<file path="src/rtl/hazard_controller.sv">
// hazard_controller: ID-stage hazard detection, stall/flush control and
// optional operand forwarding for a 5-stage pipeline.
// Optional feature macro: HAZARD_FORWARDING_EN. When it is defined, operands
// are forwarded from EX/MEM/WB and only load-use stalls. When it is undefined,
// no forwarding is done and any in-flight producer stalls ID.

// Matches one ID source register against the EX, MEM and WB destinations.
// m = {wb, mem, ex}. Register 0 never matches.
module hazard_src (
  input  logic [4:0] r,
  input  logic       src_use,
  input  logic [4:0] rd_ex,
  input  logic       le_ex,
  input  logic [4:0] rd_mem,
  input  logic       le_mem,
  input  logic [4:0] rd_wb,
  input  logic       le_wb,
  output logic [2:0] m
);
  logic live;
  assign live = src_use && (r != 5'd0);
  assign m[0] = live && le_ex  && (rd_ex  == r);
  assign m[1] = live && le_mem && (rd_mem == r);
  assign m[2] = live && le_wb  && (rd_wb  == r);
endmodule

module hazard_controller (
  input  logic       Clk,
  input  logic       Rst,
  input  logic [4:0] RA_ID,
  input  logic [4:0] RB_ID,
  input  logic       RA_USE_ID,
  input  logic       RB_USE_ID,
  input  logic [4:0] RD_EX,
  input  logic       RF_LE_EX,
  input  logic       L_EX,
  input  logic [4:0] RD_MEM,
  input  logic       RF_LE_MEM,
  input  logic [4:0] RD_WB,
  input  logic       RF_LE_WB,
  input  logic       BR_TAKEN_EX,
  output logic       LE,
  output logic       S,
  output logic       IF_FLUSH,
  output logic [1:0] FWD_A,
  output logic [1:0] FWD_B,
  output logic [1:0] STATE,
  output logic [7:0] STALL_CNT
);
  localparam int NUM_SRC = 2;

  typedef enum logic [1:0] {
    ST_RUN   = 2'b00,
    ST_STALL = 2'b01,
    ST_FLUSH = 2'b10
  } state_t;

  state_t state_q, state_d;

  logic [NUM_SRC-1:0][4:0] src_r;
  logic [NUM_SRC-1:0]      src_use;
  logic [NUM_SRC-1:0][2:0] m;
  logic [NUM_SRC-1:0][1:0] fwd_sel;
  logic                    ld_use;
  logic                    hazard;

  assign src_r   = {RB_ID, RA_ID};
  assign src_use = {RB_USE_ID, RA_USE_ID};

  generate
    for (genvar g = 0; g < NUM_SRC; g++) begin : g_src
      hazard_src u_src (
        .r      (src_r[g]),
        .src_use(src_use[g]),
        .rd_ex  (RD_EX),
        .le_ex  (RF_LE_EX),
        .rd_mem (RD_MEM),
        .le_mem (RF_LE_MEM),
        .rd_wb  (RD_WB),
        .le_wb  (RF_LE_WB),
        .m      (m[g])
      );
    end
  endgenerate

  // A load in EX cannot be forwarded in time for either build.
  assign ld_use = (m[0][0] | m[1][0]) & L_EX;

`ifdef HAZARD_FORWARDING_EN
  assign hazard = ld_use;

  // Per-source forward select: youngest producer wins (EX > MEM > WB).
  always_comb begin
    fwd_sel = '0;
    for (int i = 0; i < NUM_SRC; i++) begin
      if (m[i][0])      fwd_sel[i] = 2'b01;
      else if (m[i][1]) fwd_sel[i] = 2'b10;
      else if (m[i][2]) fwd_sel[i] = 2'b11;
    end
  end
`else
  // Without forwarding any in-flight producer blocks ID until it retires.
  assign hazard  = ld_use | (|m);
  assign fwd_sel = '0;
`endif

  // Control outputs and next state; reset forces the safe bubble/hold values.
  always_comb begin
    LE       = 1'b1;
    S        = 1'b0;
    IF_FLUSH = 1'b0;
    FWD_A    = 2'b00;
    FWD_B    = 2'b00;
    state_d  = ST_RUN;
    if (!Rst) begin
      LE = 1'b0;
      S  = 1'b1;
    end else if (state_q == ST_FLUSH) begin
      // Slot after a redirect: ID holds a flushed bubble, nothing to check.
      state_d = ST_RUN;
    end else if (BR_TAKEN_EX) begin
      S        = 1'b1;
      IF_FLUSH = 1'b1;
      state_d  = ST_FLUSH;
    end else if (hazard) begin
      LE      = 1'b0;
      S       = 1'b1;
      state_d = ST_STALL;
    end else begin
      FWD_A = fwd_sel[0];
      FWD_B = fwd_sel[1];
    end
  end

  // State register; an illegal 2'b11 falls into the RUN path above.
  always_ff @(posedge Clk or negedge Rst) begin
    if (!Rst) state_q <= ST_RUN;
    else      state_q <= state_d;
  end

  // Saturating count of cycles the front end was held.
  always_ff @(posedge Clk or negedge Rst) begin
    if (!Rst)                           STALL_CNT <= 8'd0;
    else if (!LE && STALL_CNT != 8'hFF) STALL_CNT <= STALL_CNT + 8'd1;
  end

  assign STATE = state_q;
endmodule
</file>
<file path="config.mk">
export PLATFORM = sky130hd
export DESIGN_NAME = hazard_controller
export DESIGN_NICKNAME = d
export VERILOG_FILES = /design/src/rtl/hazard_controller.sv
export SDC_FILE = /design/constraint.sdc
export NUM_CORES = 1
export LEC_CHECK = 0
export ABC_AREA = 0
export CORE_MARGIN = 2
export CORE_UTILIZATION = 38
export DETAILED_ROUTE_END_ITERATION = 7
export PLACE_DENSITY_LB_ADDON = 0.2
export SLEW_MARGIN = 30
export SYNTH_ARGS = -nofsm -noshare
export SYNTH_HDL_FRONTEND = slang
export SYNTH_SLANG_ARGS = --single-unit
</file>
<file path="constraint.sdc">
create_clock -name Clk -period 1.9 [get_ports Clk]
set_input_delay 0.19 -clock Clk [delete_from_list [all_inputs] [get_ports Clk]]
set_output_delay 0.19 -clock Clk [all_outputs]
set_load 0.01 [all_outputs]
</file>
## After elaboration in Yosys (flattened, before gate mapping)

Cells that the tools add are included.

- Flip-flop bits (word level): 10
- Latch bits: 0
- Memory bits (writable): 0
- ROM bits: 0
- Input bits: 34
- Output and inout port bits: 17
- Word-level logic and storage cells: 48
- Memories: 0

- $add $sub $neg: 1
- Multipliers: 0
- Divide/modulo/power cells: 0
- Order comparisons: 0
- Eq/ne operators: 8
- Shift operators: 0
- Muxes and demuxes: 15
- Bitwise logic cells: 3
- Reduce and logical (&&, ||, !) cells: 19

Operators by type and width:

| kind | count |
|---|---|
| 5-bit equality test | 6 |
| 1-bit logical AND | 15 |
| 1-bit 2-to-1 mux | 12 |
| 5-bit nonzero test | 2 |
| 8-bit by 1-bit adder with 8-bit output, second input constant | 1 |
| 8-bit != test, second input constant | 1 |
| 2-bit 2-to-1 mux | 3 |
| 6-bit OR reduction | 1 |
| 2-bit equality test, second input constant | 1 |
| 1-bit OR | 2 |
| 1-bit AND | 1 |
| 1-bit zero test | 1 |

## Depth between registers and ports, before layout

Gate-level depths: netlist of run 1.

- Depth after elaboration: 13
- Gate-level depth with buffers: 7
- Gate-level depth less buffers: 7

## Modules after synthesis

From an unflattened synthesis of run 1, not the netlist that was laid out.

- Cells, all modules: 103
- Area, all modules: 930.9 um^2

By module, submodules not included:

| module | instances | cells each | area each (um^2) | sequential area each (um^2) |
|---|---|---|---|---|
| hazard_controller | 1 | 51 | 545.5 | 250.2 |
| hazard_src | 2 | 26 | 192.7 | 0.0 |

## Worst setup path before layout of run 1

No wires, ideal clock.

- Path kind: input-to-reg
- Start point: in RA_ID[0]
- End point: reg STALL_CNT[1]
- Setup time: 125 ps
- Data arrival time: 1515 ps
- Path slack: 259 ps
- Stages on the path: 6
- Path buffers: 0
- Cell sequence: or4_1 > o21ai_0 > a311oi_1 > nand3b_4 > nand2_4 > mux2_4

- Word-level cells in the longest chain between the ends: 13

Ends and longest elaborated chain:

| what | line | text |
|---|---|---|
| from (decl) | 30 | `input logic [4:0] RA_ID,` |
| 5-bit nonzero test | 21 | `assign live = src_use && (r != 5'd0);` |
| 1-bit logical AND | 21 |  |
| 1-bit logical AND (2 in a row) | 22 | `assign m[0] = live && le_ex && (rd_ex == r);` |
| 1-bit OR | 87 | `assign ld_use = (m[0][0] \| m[1][0]) & L_EX;` |
| 1-bit AND | 87 |  |
| 1-bit OR (*) | 103 | `assign hazard = ld_use \| (\|m);` |
| 1-bit 2-to-1 mux (*) | 125 | `end else if (hazard) begin` |
| 1-bit 2-to-1 mux (*) | 121 | `end else if (BR_TAKEN_EX) begin` |
| 1-bit 2-to-1 mux (*) | 118 | `end else if (state_q == ST_FLUSH) begin` |
| 1-bit 2-to-1 mux (*) | 115 | `if (!Rst) begin` |
| 1-bit zero test (*) | 144 | `else if (!LE && STALL_CNT != 8'hFF) STALL_CNT <= STALL_CNT + 8'd1;` |
| 1-bit logical AND (*) | 144 |  |
| to (signal assigned) | 144 |  |
| to (decl) | 48 | `output logic [7:0] STALL_CNT` |

Mark *: on every way between the ends. The rest lies on a longest branch, timed or not.
A chain may end at the register's enable or synchronous reset.

## Worst setup path in the final report of run 1

- Start point: in RA_ID[1]
- End point: out LE

- Word-level cells in the longest chain between the ends: 11

Ends and longest elaborated chain:

| what | line | text |
|---|---|---|
| 5-bit nonzero test | 21 |  |
| 1-bit logical AND | 21 |  |
| 1-bit logical AND (2 in a row) | 22 |  |
| 1-bit OR | 87 |  |
| 1-bit AND | 87 |  |
| 1-bit OR (*) | 103 |  |
| 1-bit 2-to-1 mux (*) | 125 |  |
| 1-bit 2-to-1 mux (*) | 121 |  |
| 1-bit 2-to-1 mux (*) | 118 |  |
| 1-bit 2-to-1 mux (*) | 115 |  |
| to (decl) | 42 | `output logic LE,` |

Marks and branches as above.

==> metrics, run 1 <==
CP Capture Type primary output; Initial Utilization 41.2%; Critical Path End LE; vias per cell 4.92; crit path from RA_ID[1]; drt pass-1 iters 3; number of synthesized flops with an enable pin 0; outcome finished clean; setup violators final 0; fin nets a little over 200; synthesized area per cell about 9.3 um^2; Yosys reg bits 10; Setup crit start kind input port; Clock transition at path regs 0.07 ns; leakage 0.706 nW; min-delay worst type input port to asynchronous set/reset pin; worst r2r dst STALL_CNT[1]; antenna cells 0; Most used DFF post-synth dfrtp_1; Clock Skew 0.00256 ns; DP Area around 0.0016 mm^2; post-route design area around 0.0016 mm^2; CP Data Required Time 1.71 ns; Clock Sinks 10; wire length of the first global-routing pass 4350 um; Synthesis Warnings 0; Area growth, synth to finish 73.2%; sequential fraction of the synthesis area 27.0%; DP Wirelength approximately 2300 um; Die ar. 0.00285 mm^2; Final Core Density 71.3%; Critical-path top delay cell a311oi_2; Yosys cell types 29; drc violations 0; synthesized instance count 100; largest net degree at the start of global routing 9; Post-synth ARST share 100%; Final min period about 1.8 ns; share of layout cells above drive strength 1 35.3%; met2 usage 41.4%; die width 53.4 um; Crit path largest cell delay 0.26 ns; initial drt markers 4; Port-buffer cells 45; Num CTS Buffers 3; Setup CP Type input port to primary output; Worst R2R Setup Slack 0.29 ns; final WL about 2700 um; vias in the first global route 1,009; maximum VDD drop 520 uV; Post-Syn Area 928 um^2; fin crit share 96.7%; DRT antenna net count 0; met1 Resource Use GR 22.1%; Worst R2R Path Depth 7; CP Max Fanout 3; RR Startpoint STATE[0]; Hold Violations, Final 0; crit-path cells buf_2 > xor2_1 > nor4_2 > nand3_1 > buf_4 > a311oi_2 > nand3b_4 > inv_2 > buf_6; Pwr Total 1.13 mW; footprint of the multi-input gates 719 um^2; fmax 544 MHz; wire per inst between 10 and 15 um; via count 974; total negative slack 0 ns; Skew-Pair Late Insertion Delay about 0.26 ns; Remaining Overflow, GRT 0; GR Layer Usage met3 3.11%; GRT Resource Usage Total 21.1%; Cell Pwr Density 705 mW/mm^2; # rows 17; Die Y 53.4 um; CTS Root Cell clkbuf_4; CTS H-tree lvls 1; most used routing layer met2; Final WS setup ~0.062 ns; worst-case clock buffer depth 2; Slew Limit Fails 0; Ports 51; Setup WS pre-CTS -0.816 ns; Placer Congestion 0.830; CTS tree done; antenna violations before repair 0; max cap viols 0; RSZ-0062 raised after global routing false; Worst Path Arrival 1.65 ns; Sequential cell area 250 um^2; core area 0.00225 mm^2; # fillers between 150 and 200
## synth_stat cells (3+ instances only)
master   instances  share of area, %
buf_4            4               3.2
xor2_1          16                15
dfrtp_1         10                27
and3_1           4               2.7
nor2_1           3               1.2
nor4_1           3               2.0
nand4_1          5               3.4
nand2_1          4               1.6
xnor2_1         21                20
nand3_1          6               3.2
## worst min path at each step
stage	start	slack [ns]	to	cells past startpoint
after floorplan	Rst	-0.11	STALL_CNT[0]	0
after global placement	STALL_CNT[6]	0.47	STALL_CNT[6]	1
after detailed placement	STALL_CNT[6]	0.50	STALL_CNT[6]	1
after CTS	Rst	0.35	STATE[1]	2
after global routing	Rst	0.36	STATE[0]	2
final	Rst	0.35	STATE[1]	2
## power by group
part	switching [mW]	internal [mW]	leakage [nW]
Clock	0.0747	0.116	0.0210
Sequential	0.0842	0.288	0.127
Combinational	0.230	0.340	0.558
## worst max-delay path, delay by kind of cell
kind | cells | cell delay (ns)
simple gates | 3 | 0.58
buf+inv | 4 | 0.45
compound gates | 1 | 0.26
xor+xnor | 1 | 0.17
## stage by stage
step | hold WS (ns) | instances
floorplan | -0.106 | 103
global placement | 0.473 | 194
detailed placement | 0.499 | 194
CTS | 0.346 | 198
global route | 0.360 | 198
finish | 0.352 | 198
## area by class of cell
cell class | count | area share [%]
Multi-Input combinational cell | 87 | 44.7
Timing Repair Buffer | 67 | 34.8
Sequential cell | 10 | 15.6
Clock buffer | 4 | 2.26
Tap cell | 28 | 2.18
Inverter | 2 | 0.467
## cells by family after synthesis
group | Yosys count | synth area share (%)
xor+xnor | 37 | 34.9
simple gates | 37 | 25.9
flops | 10 | 27.0
compound gates | 7 | 4.85
buf+inv | 6 | 4.04
fa+ha+maj | 1 | 1.35
other cells | 1 | 0.404
mux | 1 | 1.62
## cell usage in the layout, fill, tap and decap left out
master,instances
dfrtp_1,10
nand3_1,6
clkbuf_2,8
o21ai_2,2
o21ai_1,2
dlymetal6s2s_1,1
and2_1,2
buf_6,4
xor2_2,3
a311oi_2,1
xor2_1,13
xnor2_1,21
nor2_1,3
dlygate4sd2_1,6
nand4b_1,1
nor2b_1,1
clkdlybuf4s15_1,3
clkdlybuf4s15_2,1
buf_4,23
clkdlybuf4s50_1,18
inv_2,1
clkbuf_4,3
and3_1,4
inv_1,1
mux2_4,1
nor4_2,4
nand4_1,5
nand2_1,4
and4_1,1
buf_2,3
nand2b_1,1
or4_1,2
o22ai_2,2
nand2_4,1
conb_1,4
and3_4,1
ha_1,1
nand3b_4,1
clkbuf_8,1
## repair_timing
action / 4_1_cts / 5_1_grt
buffers inserted: 2 / 0
pin swaps: 14 / 17
gates resized for setup: 60 / 36
hold buffers: 0 / 0
setup endpoints to repair: 10 / 10
## flip-flops by register name (all words and copies together) (netlist names)
signal,flops
STALL_CNT,8
STATE,2
## per-layer routing
| metal | up-vias | part of all wire, % |
|---|---|---|
| li1 | 481 | - |
| met1 | 455 | 38 |
| met2 | 34 | 56 |
| met3 | 4 | 5.0 |
| met4 | 0 | 1.3 |
| met5 | - | 0 |
Power figures use the tool's default switching activity.
==> inputs of run 2 (changes only) <==
- CORE_MARGIN: 2 -> 5
==> run 2 against run 1 <==
  * Via count increased by 3.6%
  * Global-route usage decreased by 4.0 points
  * Power decreased by 4.2%
  * Clock power decreased by 26%
  * Critical path depth unchanged
  * Sequential power decreased by 1%
  * Final area increased by 2.3%
  * Final cell count increased by 5.1%
  * Utilization decreased by 3.0 points
  * Worst setup slack got worse by 0.013 ns
  * Critical endpoint unchanged
==> metrics, run 2 (synthesis results as in run 1) <==
CTS tree done (unchanged); RSZ-0062 raised after global routing true (was false); Worst Path Arrival 1.66 ns (was 1.65 ns); Crit path largest cell delay 0.27 ns (was 0.26 ns); fin crit share 97.4% (was 96.7%); maximum VDD drop 697 uV (was 520 uV); share of layout cells above drive strength 1 39.3% (was 35.3%); antenna violations before repair 0 (unchanged); fin nets 215 (was 206); antenna cells 0 (unchanged); Pwr Total 1.09 mW (was 1.13 mW); Setup CP Type input port to primary output (unchanged); final WL 2880 um (was 2730 um); largest net degree at the start of global routing 8 (was 9); cts hold-fix bufs 0 (unchanged); Port-buffer cells 45 (unchanged); Clock Skew 0.00605 ns (was 0.00256 ns); CTS Root Cell clkbuf_4 (unchanged); most frequent cells in the layout buf_4, xnor2_1, clkdlybuf4s50_1 (unchanged); Remaining Overflow, GRT 0 (unchanged); Initial Utilization 38.5% (was 41.2%); CTS H-tree lvls 1 (unchanged); # fillers 198 (was 182); CP Max Fanout 2 (was 3); DRT antenna net count 0 (unchanged); core area 0.00241 mm^2 (was 0.00225 mm^2); initial drt markers 39 (was 4); Final min period 1.85 ns (was 1.84 ns); CP Data Required Time 1.71 ns (about the same); Final Core Density 68.3% (was 71.3%); max cap viols 0 (unchanged); fmax 541 MHz (was 544 MHz); drt pass-1 iters 4 (was 3); die width 59.4 um (was 53.4 um); vias per cell 4.85 (was 4.92); Ports 51 (unchanged); via count 1,009 (was 974); DP Wirelength 2360 um (was 2300 um); Slew Limit Fails 0 (unchanged); Hold Violations, Final 0 (unchanged); wire length of the first global-routing pass 4620 um (was 4350 um); Clock Sinks 10 (unchanged); max reg flops 8 (unchanged); Skew-Pair Late Insertion Delay 0.26 ns (about the same); crit-path cells buf_6 > xor2_1 > nor4_2 > nand3_1 > buf_4 > a311oi_2 > nand3b_4 > inv_2 > buf_6 (was buf_2 > xor2_1 > nor4_2 > nand3_1 > buf_4 > a311oi_2 > nand3b_4 > inv_2 > buf_6); Clock transition at path regs 0.07 ns (about the same); leakage 0.739 nW (was 0.706 nW); drc violations 0 (unchanged); most flop-heavy register STALL_CNT (unchanged); vias in the first global route 1,017 (was 1,009); CP Capture Type primary output (unchanged); # rows 18 (was 17); Area growth, synth to finish 77.2% (was 73.2%); Critical-path top delay cell nor4_2 (was a311oi_2); most common cell after layout, fill and taps aside buf_4 (unchanged); Num CTS Buffers 3 (unchanged); Die ar. 0.00353 mm^2 (was 0.00285 mm^2); Cell Pwr Density 660 mW/mm^2 (was 705 mW/mm^2); min-delay worst type input port to asynchronous set/reset pin (unchanged); Critical Path Most Common Cell buf_6; GRT Resource Usage Total 17.1% (was 21.1%); outcome finished clean (unchanged); Die Y 59.4 um (was 53.4 um); Placer Congestion 0.819 (was 0.830); Worst R2R Setup Slack 0.26 ns (was 0.29 ns); Setup crit start kind input port (unchanged); worst-case clock buffer depth 2 (unchanged); setup violators final 0 (unchanged); wire per inst 13.8 um (about the same)
[run 2: cell count changes in the layout (fill, tap and decap cells not counted)]
cell | before | now
buf_2 | 3 | 8
buf_4 | 23 | 28
buf_6 | 4 | 8
dlygate4sd2_1 | 6 | 3
clkdlybuf4s15_1 | 3 | 1
o22ai_2 | 2 | 0
clkbuf_8 | 1 | 0
nor4_1 | 0 | 1
nor4_2 | 4 | 3
o22ai_1 | 0 | 1
o22ai_4 | 0 | 1
xor2_1 | 13 | 14
xor2_2 | 3 | 2
[run 2: layer usage]
metal	track usage [%]	wire (um)	vias up
met4	2.91	19	0
met3	4.14	220	2
li1	-	-	499
met1	22.4	1170	464
met5	0	0	-
met2	28.5	1470	44
[run 2: repair_timing]
action	4_1_cts	5_1_grt
pin swaps	10	14
hold endpoints to repair	0	0
endpoints found under the setup margin	10	10
buffers inserted	0	1
resized for setup	79	29
[run 2: where the power goes]
group | total (mW) | internal, mW | switching [mW]
combinational | 0.576 | 0.350 | 0.226
clock | 0.142 | 0.0730 | 0.0693
sequential | 0.367 | 0.288 | 0.0787
total | 1.09 | 0.712 | 0.374
[run 2: cell type report]
class,instances,area [um^2],share of cell area [%]
multi-input combinational,87,707,43.0
timing repair buffer,76,621,37.7
sequential,10,250,15.2
tap,30,37.5,2.28
clock buffer,3,22.5,1.37
inverter,2,7.51,0.456
[run 2: critical path: cells and delay by family]
| kind | cells | cell delay, ns |
|---|---|---|
| AO/OA/AOI/OAI | 1 | 0.27 |
| XOR/XNOR | 1 | 0.15 |
| buffers and inverters | 4 | 0.41 |
| AND/OR/NAND/NOR | 3 | 0.64 |
[run 2: path summary, 6_finish.rpt]
| check | start | end | depth (start not counted) |
|---|---|---|---|
| max | RD_EX[4] | LE | 9 |
| min | Rst | STALL_CNT[7] | 2 |
| max reg2reg | STATE[0] | STALL_CNT[1] | 7 |
| min reg2reg | STALL_CNT[6] | STALL_CNT[6] | 1 |
| max in group asynchronous | Rst | STATE[1] | 2 |
| min in group Clk | STALL_CNT[6] | STALL_CNT[6] | 1 |
[run 2: stage by stage]
stage	setup TNS, ns	area [um^2]	std cells	hold WS (ns)	setup slack, ns
floorplan	0	940	103	-0.106	0.259
global placement	-6.29	1620	204	0.478	-0.762
detailed placement	-6.61	1620	204	0.494	-0.790
CTS	0	1630	207	0.403	0.000507
global route	-0.179	1650	208	0.424	-0.0866
finish	0	1650	208	0.401	0.0499
